File: src/rtl/global_pkg.sv
// Shared types for the core: memory operation encoding, load/store funct3 codes,
// memory access unit FSM states and the access legality check.
package global_pkg;

   typedef enum logic [1:0] {
      MEM_NONE   = 2'd0,
      FETCH_DATA = 2'd1,
      LOAD_DATA  = 2'd2,
      STORE_DATA = 2'd3
   } memory_operation_t;

   localparam logic [2:0] LB  = 3'b000;
   localparam logic [2:0] LH  = 3'b001;
   localparam logic [2:0] LW  = 3'b010;
   localparam logic [2:0] LBU = 3'b100;
   localparam logic [2:0] LHU = 3'b101;
   localparam logic [2:0] SB  = 3'b000;
   localparam logic [2:0] SH  = 3'b001;
   localparam logic [2:0] SW  = 3'b010;

   typedef enum logic [1:0] {
      IDLE = 2'd0,
      BUS  = 2'd1,
      RESP = 2'd2
   } mau_state_t;

   // True when the funct3 code exists for this operation and the address is naturally aligned.
   function automatic logic access_legal(memory_operation_t op, logic [2:0] f3, logic [1:0] addr_lo);
      logic ok;
      ok = 1'b0;
      case (op)
         FETCH_DATA: ok = (addr_lo == 2'b00);
         LOAD_DATA: begin
            case (f3)
               LB, LBU: ok = 1'b1;
               LH, LHU: ok = ~addr_lo[0];
               LW:      ok = (addr_lo == 2'b00);
               default: ok = 1'b0;
            endcase
         end
         STORE_DATA: begin
            case (f3)
               SB:      ok = 1'b1;
               SH:      ok = ~addr_lo[0];
               SW:      ok = (addr_lo == 2'b00);
               default: ok = 1'b0;
            endcase
         end
         default: ok = 1'b0;
      endcase
      return ok;
   endfunction

endpackage

File: src/rtl/load_formatter.sv
// Extracts the addressed byte/halfword lane from a bus read word and
// sign- or zero-extends it according to the load funct3.
import global_pkg::*;

module load_formatter (
   input  logic [31:0] rdata,
   input  logic [1:0]  addr_lo,
   input  logic [2:0]  funct3,
   output logic [31:0] result
);

   logic [31:0] shifted;
   logic [7:0]  byte_lane;
   logic [15:0] half_lane;

   always_comb begin
      shifted   = rdata >> {addr_lo, 3'b000};
      byte_lane = shifted[7:0];
      half_lane = addr_lo[1] ? rdata[31:16] : rdata[15:0];
      case (funct3)
         LB:      result = {{24{byte_lane[7]}}, byte_lane};
         LH:      result = {{16{half_lane[15]}}, half_lane};
         LBU:     result = {24'd0, byte_lane};
         LHU:     result = {16'd0, half_lane};
         default: result = rdata;
      endcase
   end

endmodule

File: src/rtl/memory_access_unit.sv
// Executes fetch/load/store requests from the control unit as single Wishbone-classic cycles.
// Optional bus watchdog enabled by defining MAU_BUS_TIMEOUT_EN.
import global_pkg::*;

module memory_access_unit #(
   parameter int unsigned TIMEOUT_CYCLES = 255
) (
   input  logic              clk,
   input  logic              rst,
   input  memory_operation_t memory_operation,
   input  logic              cyc,
   input  logic [2:0]        funct3,
   input  logic [31:0]       pc,
   input  logic [31:0]       ls_addr,
   input  logic [31:0]       store_data,
   output logic              ack,
   output logic              data_valid,
   output logic              done,
   output logic              err,
   output logic [31:0]       fetched_data,
   output logic [31:0]       wb_adr_o,
   output logic [31:0]       wb_dat_o,
   input  logic [31:0]       wb_dat_i,
   output logic [3:0]        wb_sel_o,
   output logic              wb_we_o,
   output logic              wb_cyc_o,
   output logic              wb_stb_o,
   input  logic              wb_ack_i,
   input  logic              wb_err_i
);

   mau_state_t        state_q, state_d;
   memory_operation_t op_q;
   logic [2:0]        f3_q;
   logic [31:0]       addr_q;
   logic [31:0]       sdata_q;
   logic              err_q, err_d;
   logic              ack_q, ack_d;
   logic              capture;
   logic              load_result;
   logic              timeout;
   logic [2:0]        req_f3;
   logic [31:0]       req_addr;
   logic [31:0]       formatted;
   logic              in_bus;

   // Fetches are always full words, so they are recorded as LW and read back raw.
   assign req_f3   = (memory_operation == FETCH_DATA) ? LW : funct3;
   assign req_addr = (memory_operation == FETCH_DATA) ? pc : ls_addr;

   load_formatter u_load_formatter (
      .rdata   (wb_dat_i),
      .addr_lo (addr_q[1:0]),
      .funct3  (f3_q),
      .result  (formatted)
   );

`ifdef MAU_BUS_TIMEOUT_EN
   localparam int CNT_W = ($clog2(TIMEOUT_CYCLES + 1) > 8) ? $clog2(TIMEOUT_CYCLES + 1) : 8;
   logic [CNT_W-1:0] tmo_cnt_q;

   always_ff @(posedge clk) begin
      if (rst || state_q != BUS) begin
         tmo_cnt_q <= '0;
      end else if (!wb_ack_i && !wb_err_i) begin
         tmo_cnt_q <= tmo_cnt_q + 1'b1;
      end
   end

   // Fires in the last permitted silent BUS cycle so the cycle ends after exactly TIMEOUT_CYCLES.
   assign timeout = (state_q == BUS) && !wb_ack_i && !wb_err_i &&
                    (tmo_cnt_q == CNT_W'(TIMEOUT_CYCLES - 1));
`else
   logic [31:0] unused_timeout_cycles;
   assign unused_timeout_cycles = TIMEOUT_CYCLES;
   assign timeout = 1'b0;
`endif

   always_ff @(posedge clk) begin
      if (rst) begin
         state_q <= IDLE;
      end else begin
         state_q <= state_d;
      end
   end

   always_comb begin
      state_d     = state_q;
      ack_d       = 1'b0;
      err_d       = err_q;
      capture     = 1'b0;
      load_result = 1'b0;
      case (state_q)
         IDLE: begin
            if (cyc && memory_operation != MEM_NONE) begin
               capture = 1'b1;
               ack_d   = 1'b1;
               if (access_legal(memory_operation, req_f3, req_addr[1:0])) begin
                  err_d   = 1'b0;
                  state_d = BUS;
               end else begin
                  err_d   = 1'b1;
                  state_d = RESP;
               end
            end
         end
         BUS: begin
            if (wb_err_i || timeout) begin
               err_d   = 1'b1;
               state_d = RESP;
            end else if (wb_ack_i) begin
               err_d       = 1'b0;
               load_result = (op_q != STORE_DATA);
               state_d     = RESP;
            end
         end
         RESP: begin
            state_d = IDLE;
         end
         default: begin
            state_d = IDLE;
         end
      endcase
   end

   always_ff @(posedge clk) begin
      if (rst) begin
         op_q         <= MEM_NONE;
         f3_q         <= 3'd0;
         addr_q       <= 32'd0;
         sdata_q      <= 32'd0;
         err_q        <= 1'b0;
         ack_q        <= 1'b0;
         fetched_data <= 32'd0;
      end else begin
         ack_q <= ack_d;
         err_q <= err_d;
         if (capture) begin
            op_q    <= memory_operation;
            f3_q    <= req_f3;
            addr_q  <= req_addr;
            sdata_q <= store_data;
         end
         if (load_result) begin
            fetched_data <= formatted;
         end
      end
   end

   // Bus outputs are decoded from the state register, so a reset drops the cycle at that edge.
   always_comb begin
      in_bus   = (state_q == BUS);
      wb_cyc_o = in_bus;
      wb_stb_o = in_bus;
      wb_adr_o = in_bus ? {addr_q[31:2], 2'b00} : 32'd0;
      wb_we_o  = in_bus && (op_q == STORE_DATA);
      wb_sel_o = 4'b0000;
      wb_dat_o = 32'd0;
      if (in_bus) begin
         wb_sel_o = 4'b1111;
         if (op_q == STORE_DATA) begin
            case (f3_q)
               SB: begin
                  wb_sel_o = 4'b0001 << addr_q[1:0];
                  wb_dat_o = {4{sdata_q[7:0]}};
               end
               SH: begin
                  wb_sel_o = addr_q[1] ? 4'b1100 : 4'b0011;
                  wb_dat_o = {2{sdata_q[15:0]}};
               end
               default: begin
                  wb_sel_o = 4'b1111;
                  wb_dat_o = sdata_q;
               end
            endcase
         end
      end
   end

   assign ack        = ack_q;
   assign done       = (state_q == RESP);
   assign err        = done && err_q;
   assign data_valid = done && !err_q && (op_q != STORE_DATA);

endmodule

File: config.mk
export PLATFORM = sky130hd
export DESIGN_NAME = memory_access_unit
export DESIGN_NICKNAME = d
export VERILOG_FILES = /design/src/rtl/global_pkg.sv /design/src/rtl/load_formatter.sv /design/src/rtl/memory_access_unit.sv
export SDC_FILE = /design/constraint.sdc
export NUM_CORES = 1
export LEC_CHECK = 0
export BUFFER_PORTS_ARGS = -buffer_cell sky130_fd_sc_hd__buf_2
export CORE_ASPECT_RATIO = 0.9
export CORE_MARGIN = 2
export CORE_UTILIZATION = 47
export CTS_CLUSTER_DIAMETER = 200
export CTS_CLUSTER_SIZE = 25
export DETAILED_ROUTE_END_ITERATION = 10
export PLACE_DENSITY = 0.86
export REMOVE_ABC_BUFFERS = 1
export SYNTH_ARGS = -nofsm -noshare
export SYNTH_HDL_FRONTEND = slang
export SYNTH_SLANG_ARGS = --single-unit
export TNS_END_PERCENT = 10
File: constraint.sdc
create_clock -name clk -period 2 [get_ports clk]
set_input_delay 0.2 -clock clk [delete_from_list [all_inputs] [get_ports clk]]
set_output_delay 0.2 -clock clk [all_outputs]
set_load 0.01 [all_outputs]
==> reports/results.txt <==
Status - finished clean
Initial Utilization - 47.7%
Post-synthesis cell type count - 43
M1 GR Usage - 32.1%
Ys flop type - dfxtp_1
Period Utilization, post-route - 96.7%
Logic gate share of total power - 18.4%
First-pass GRT wire length - 23900 um
Final worst setup slack - 0.0665 ns
PortBufs - 242
DRT iter0 DRCs - 431
Master of the slowest instance on the critical path - dfxtp_2
Ys async rst share - 0%
Crit path to - wb_dat_o[28]
RSZ-0062 raised after global routing - no
Fin. Hold Viols - 0
Final setup fails - 0
CTS Buffer Depth - 2
Synth Cell Area - 5390 um2
Synth Area in Adders - 0%
Gr busiest metal - met2
R2R depth - 6
Layout cell share with drive strength beyond 1 - 34.1%
TritonCTS Buffers - 9
# fillers - 1070
MaxCap Viol Count - 0
CP max FO - 18
Post-Synth XOR/XNOR Area - 0%
Initial antenna violation count - 0
Mux cell area share after synthesis - 9.87%
Final Total Pwr - 0.00483 W
Min Tclk post-route - 1.93 ns
Fmax - 0.517 GHz
IO Count - 245
CTS Hold Bufs - 0
Fin util - 62.8%
Relative slew slack - 62.9%
Final HPWL DP - 11700 um
Seq pwr share - 47.6%
Wire per inst - 14.7 um
Die area - 12300 um2
Most common cell after layout, fill and taps aside - buf_2
Clk pin slew, worst setup/hold paths - 0.07 ns
Worst path cell trace - buf_4 -> mux2i_1 -> a211oi_1 -> buf_2
Switching power - 0.00135 W
PD cells - 682 nW/um2
CP Data Arrival Time - 1.73 ns
Leakage - 3.14 nW
Setup Fix Bufs, Post-CTS - 0
Cell Rows - 37
Worst reg-to-reg setup slack - 0.21 ns
Core area - 11300 um2
Area of the multi-input gates - 2970 um2
Placed inst area - 6770 um2
Chip Width - 117 um
R2r endpoint - fetched_data[2]$_SDFFE_PP0P_
Commonest non-fill, non-tap cells in the layout - buf_2, nand2_1, dfxtp_1
Post-Route WL - 15600 um
Worst slew pin tran - 0.553 ns
Compound-gate portion of the synthesized area - 21.6%
Worst skew pair latency - 0.34 ns
Worst EP required - 1.80 ns
CP startpoint - f3_q[0]$_SDFFE_PP0P_
Hold Path Class - in2reg
Sequential area share after synthesis - 39.0%
Type of origin of the critical path - flip-flop
VDD IR-drop max - 0.424 mV
H-tree depth - 3
CTS root buf - clkbuf_16
Main combinational cell family by area after synthesis - simple AND/OR/NAND/NOR gates
Max incr delay on CP - 0.46 ns
Simple-gate portion of the synthesized area - 22.9%
Yosys warning count - 0
Min Hold Slack - 0.0936 ns
Vias in the first global route - 5009
Switching Share - 27.8%
Overflow after GRT - 0
Post-route DRC - 0
Met2 usage - 40.4%
Pin count of the biggest net entering global routing - 70
CTS tree - built
Number of synthesized flops with an enable pin - 0
Antenna cells - 0
Crit end category - primary output
Sink Count - 105
Cells after Synth - 685
Crit Path Category - reg2out
Vias - 5662
Synthesized flop and latch total - 105
Synthesized area per cell - 7.87 um2
Nets - 1040
Reg area - 2110 um2
Met3 GRT Util - 3.91%
P&R area growth vs syn - 31.6%
Worst Clk Skew - 0.00762 ns
Overall Global Routing Usage - 24.3%
Int Power - 0.00349 W
Worst r2r src - addr_q[1]$_SDFFE_PP0P_
Chip height - 106 um
Slew Limit Fails - 0
DR pass1 iterations - 5
Pre-CTS WS - 0.239 ns
Clock Power Share - 34.0%
Min-delay src - store_data[18]
Finished Cell Area - 7090 um2
Gpl congestion - 0.858
DR vias/cell - 5.33
ANT nets after route - 0
==> state kept, by name (all words and copies together) (netlist names) <==
signal,cells
op_q,2
err_q,1
fetched_data,32
addr_q,32
ack,1
f3_q,3
sdata_q,32
state_q,2
==> synthesized netlist by cell type, drive strengths merged (5+ instances only) <==
cell      n  area share, %
a211oi   65            9.1
buf      33            3.5
mux2i    43            8.0
nand2   131            9.1
nor2     68            4.7
o32ai     7            1.1
o22ai     7           0.81
dfxtp   105             39
o21ai    11            1.0
and2     39            4.5
a221o     7            1.3
mux2      7            1.5
clkbuf   31            2.2
a21oi    73            6.9
nand2b    7           0.81
or3       8           0.93
inv      11           0.77
nor3b     5           0.88
==> logic make-up (layout without fill, tap and decap cells) <==
group                  Yosys count  in the layout
AO/OA/AOI/OAI                  179            179
buffers and inverters           75            296
flip-flops                     105            105
multiplexers                    51             51
other                            1              2
AND/OR/NAND/NOR                274            274
==> metal layers <==
layer  part of all wire (%)  wire length (um)
met5                      0                 0
met4                    1.6               251
met3                    7.5              1170
met2                     49              7640
met1                     42              6590
==> stage by stage <==
step / cells / TNS [ns]
floorplan: 622 / -279.34
global placement: 1046 / 0
detailed placement: 1046 / 0
CTS: 1062 / -0.0222
global route: 1063 / 0
finish: 1063 / 0
==> final cells by class <==
class	instances	share of cell area, %
Clock inverter	4	0.406
Multi-Input combinational cell	506	41.8
Tap cell	156	2.75
Timing Repair inverter	1	0.106
Timing Repair Buffer	268	21.0
Sequential cell	105	29.8
Inverter	11	0.635
Clock buffer	12	3.48
==> worst max-delay path, delay by kind of cell, from the launching register on <==
| kind | cells | cell delay [ns] |
|---|---|---|
| muxes | 1 | 0.11 |
| buffers and inverters | 2 | 0.50 |
| DFF | 1 | 0.46 |
| AOI/OAI and AO/OA | 1 | 0.31 |
==> power groups by stage <==
| stage | Combinational (W) | Clock (W) | Sequential (W) |
|---|---|---|---|
| floorplan | 0.000484 | 0 | 0.00235 |
| global placement | 0.000863 | 0 | 0.00234 |
| detailed placement | 0.000882 | 0 | 0.00235 |
| CTS | 0.000887 | 0.00169 | 0.00230 |
| global route | 0.000982 | 0.00177 | 0.00232 |
| finish | 0.000891 | 0.00164 | 0.00230 |
==> worst min path at each step <==
stage	to	slack (ns)	cells past startpoint
floorplan	f3_q[0]$_SDFFE_PP0P_	0.27	1
global placement	fetched_data[8]$_SDFFE_PP0P_	0.44	2
detailed placement	fetched_data[15]$_SDFFE_PP0P_	0.44	2
CTS	sdata_q[18]$_SDFFE_PP0P_	0.08	3
global route	sdata_q[18]$_SDFFE_PP0P_	0.09	3
finish	sdata_q[18]$_SDFFE_PP0P_	0.09	3
==> what timing repair did <==
action / in CTS / in global routing
endpoints found under the hold margin: 0 / 0
endpoints found under the setup margin: 17 / 14
gates cloned: 0 / 1
resized for setup: 5 / 11
Power figures use the tool's default switching activity.
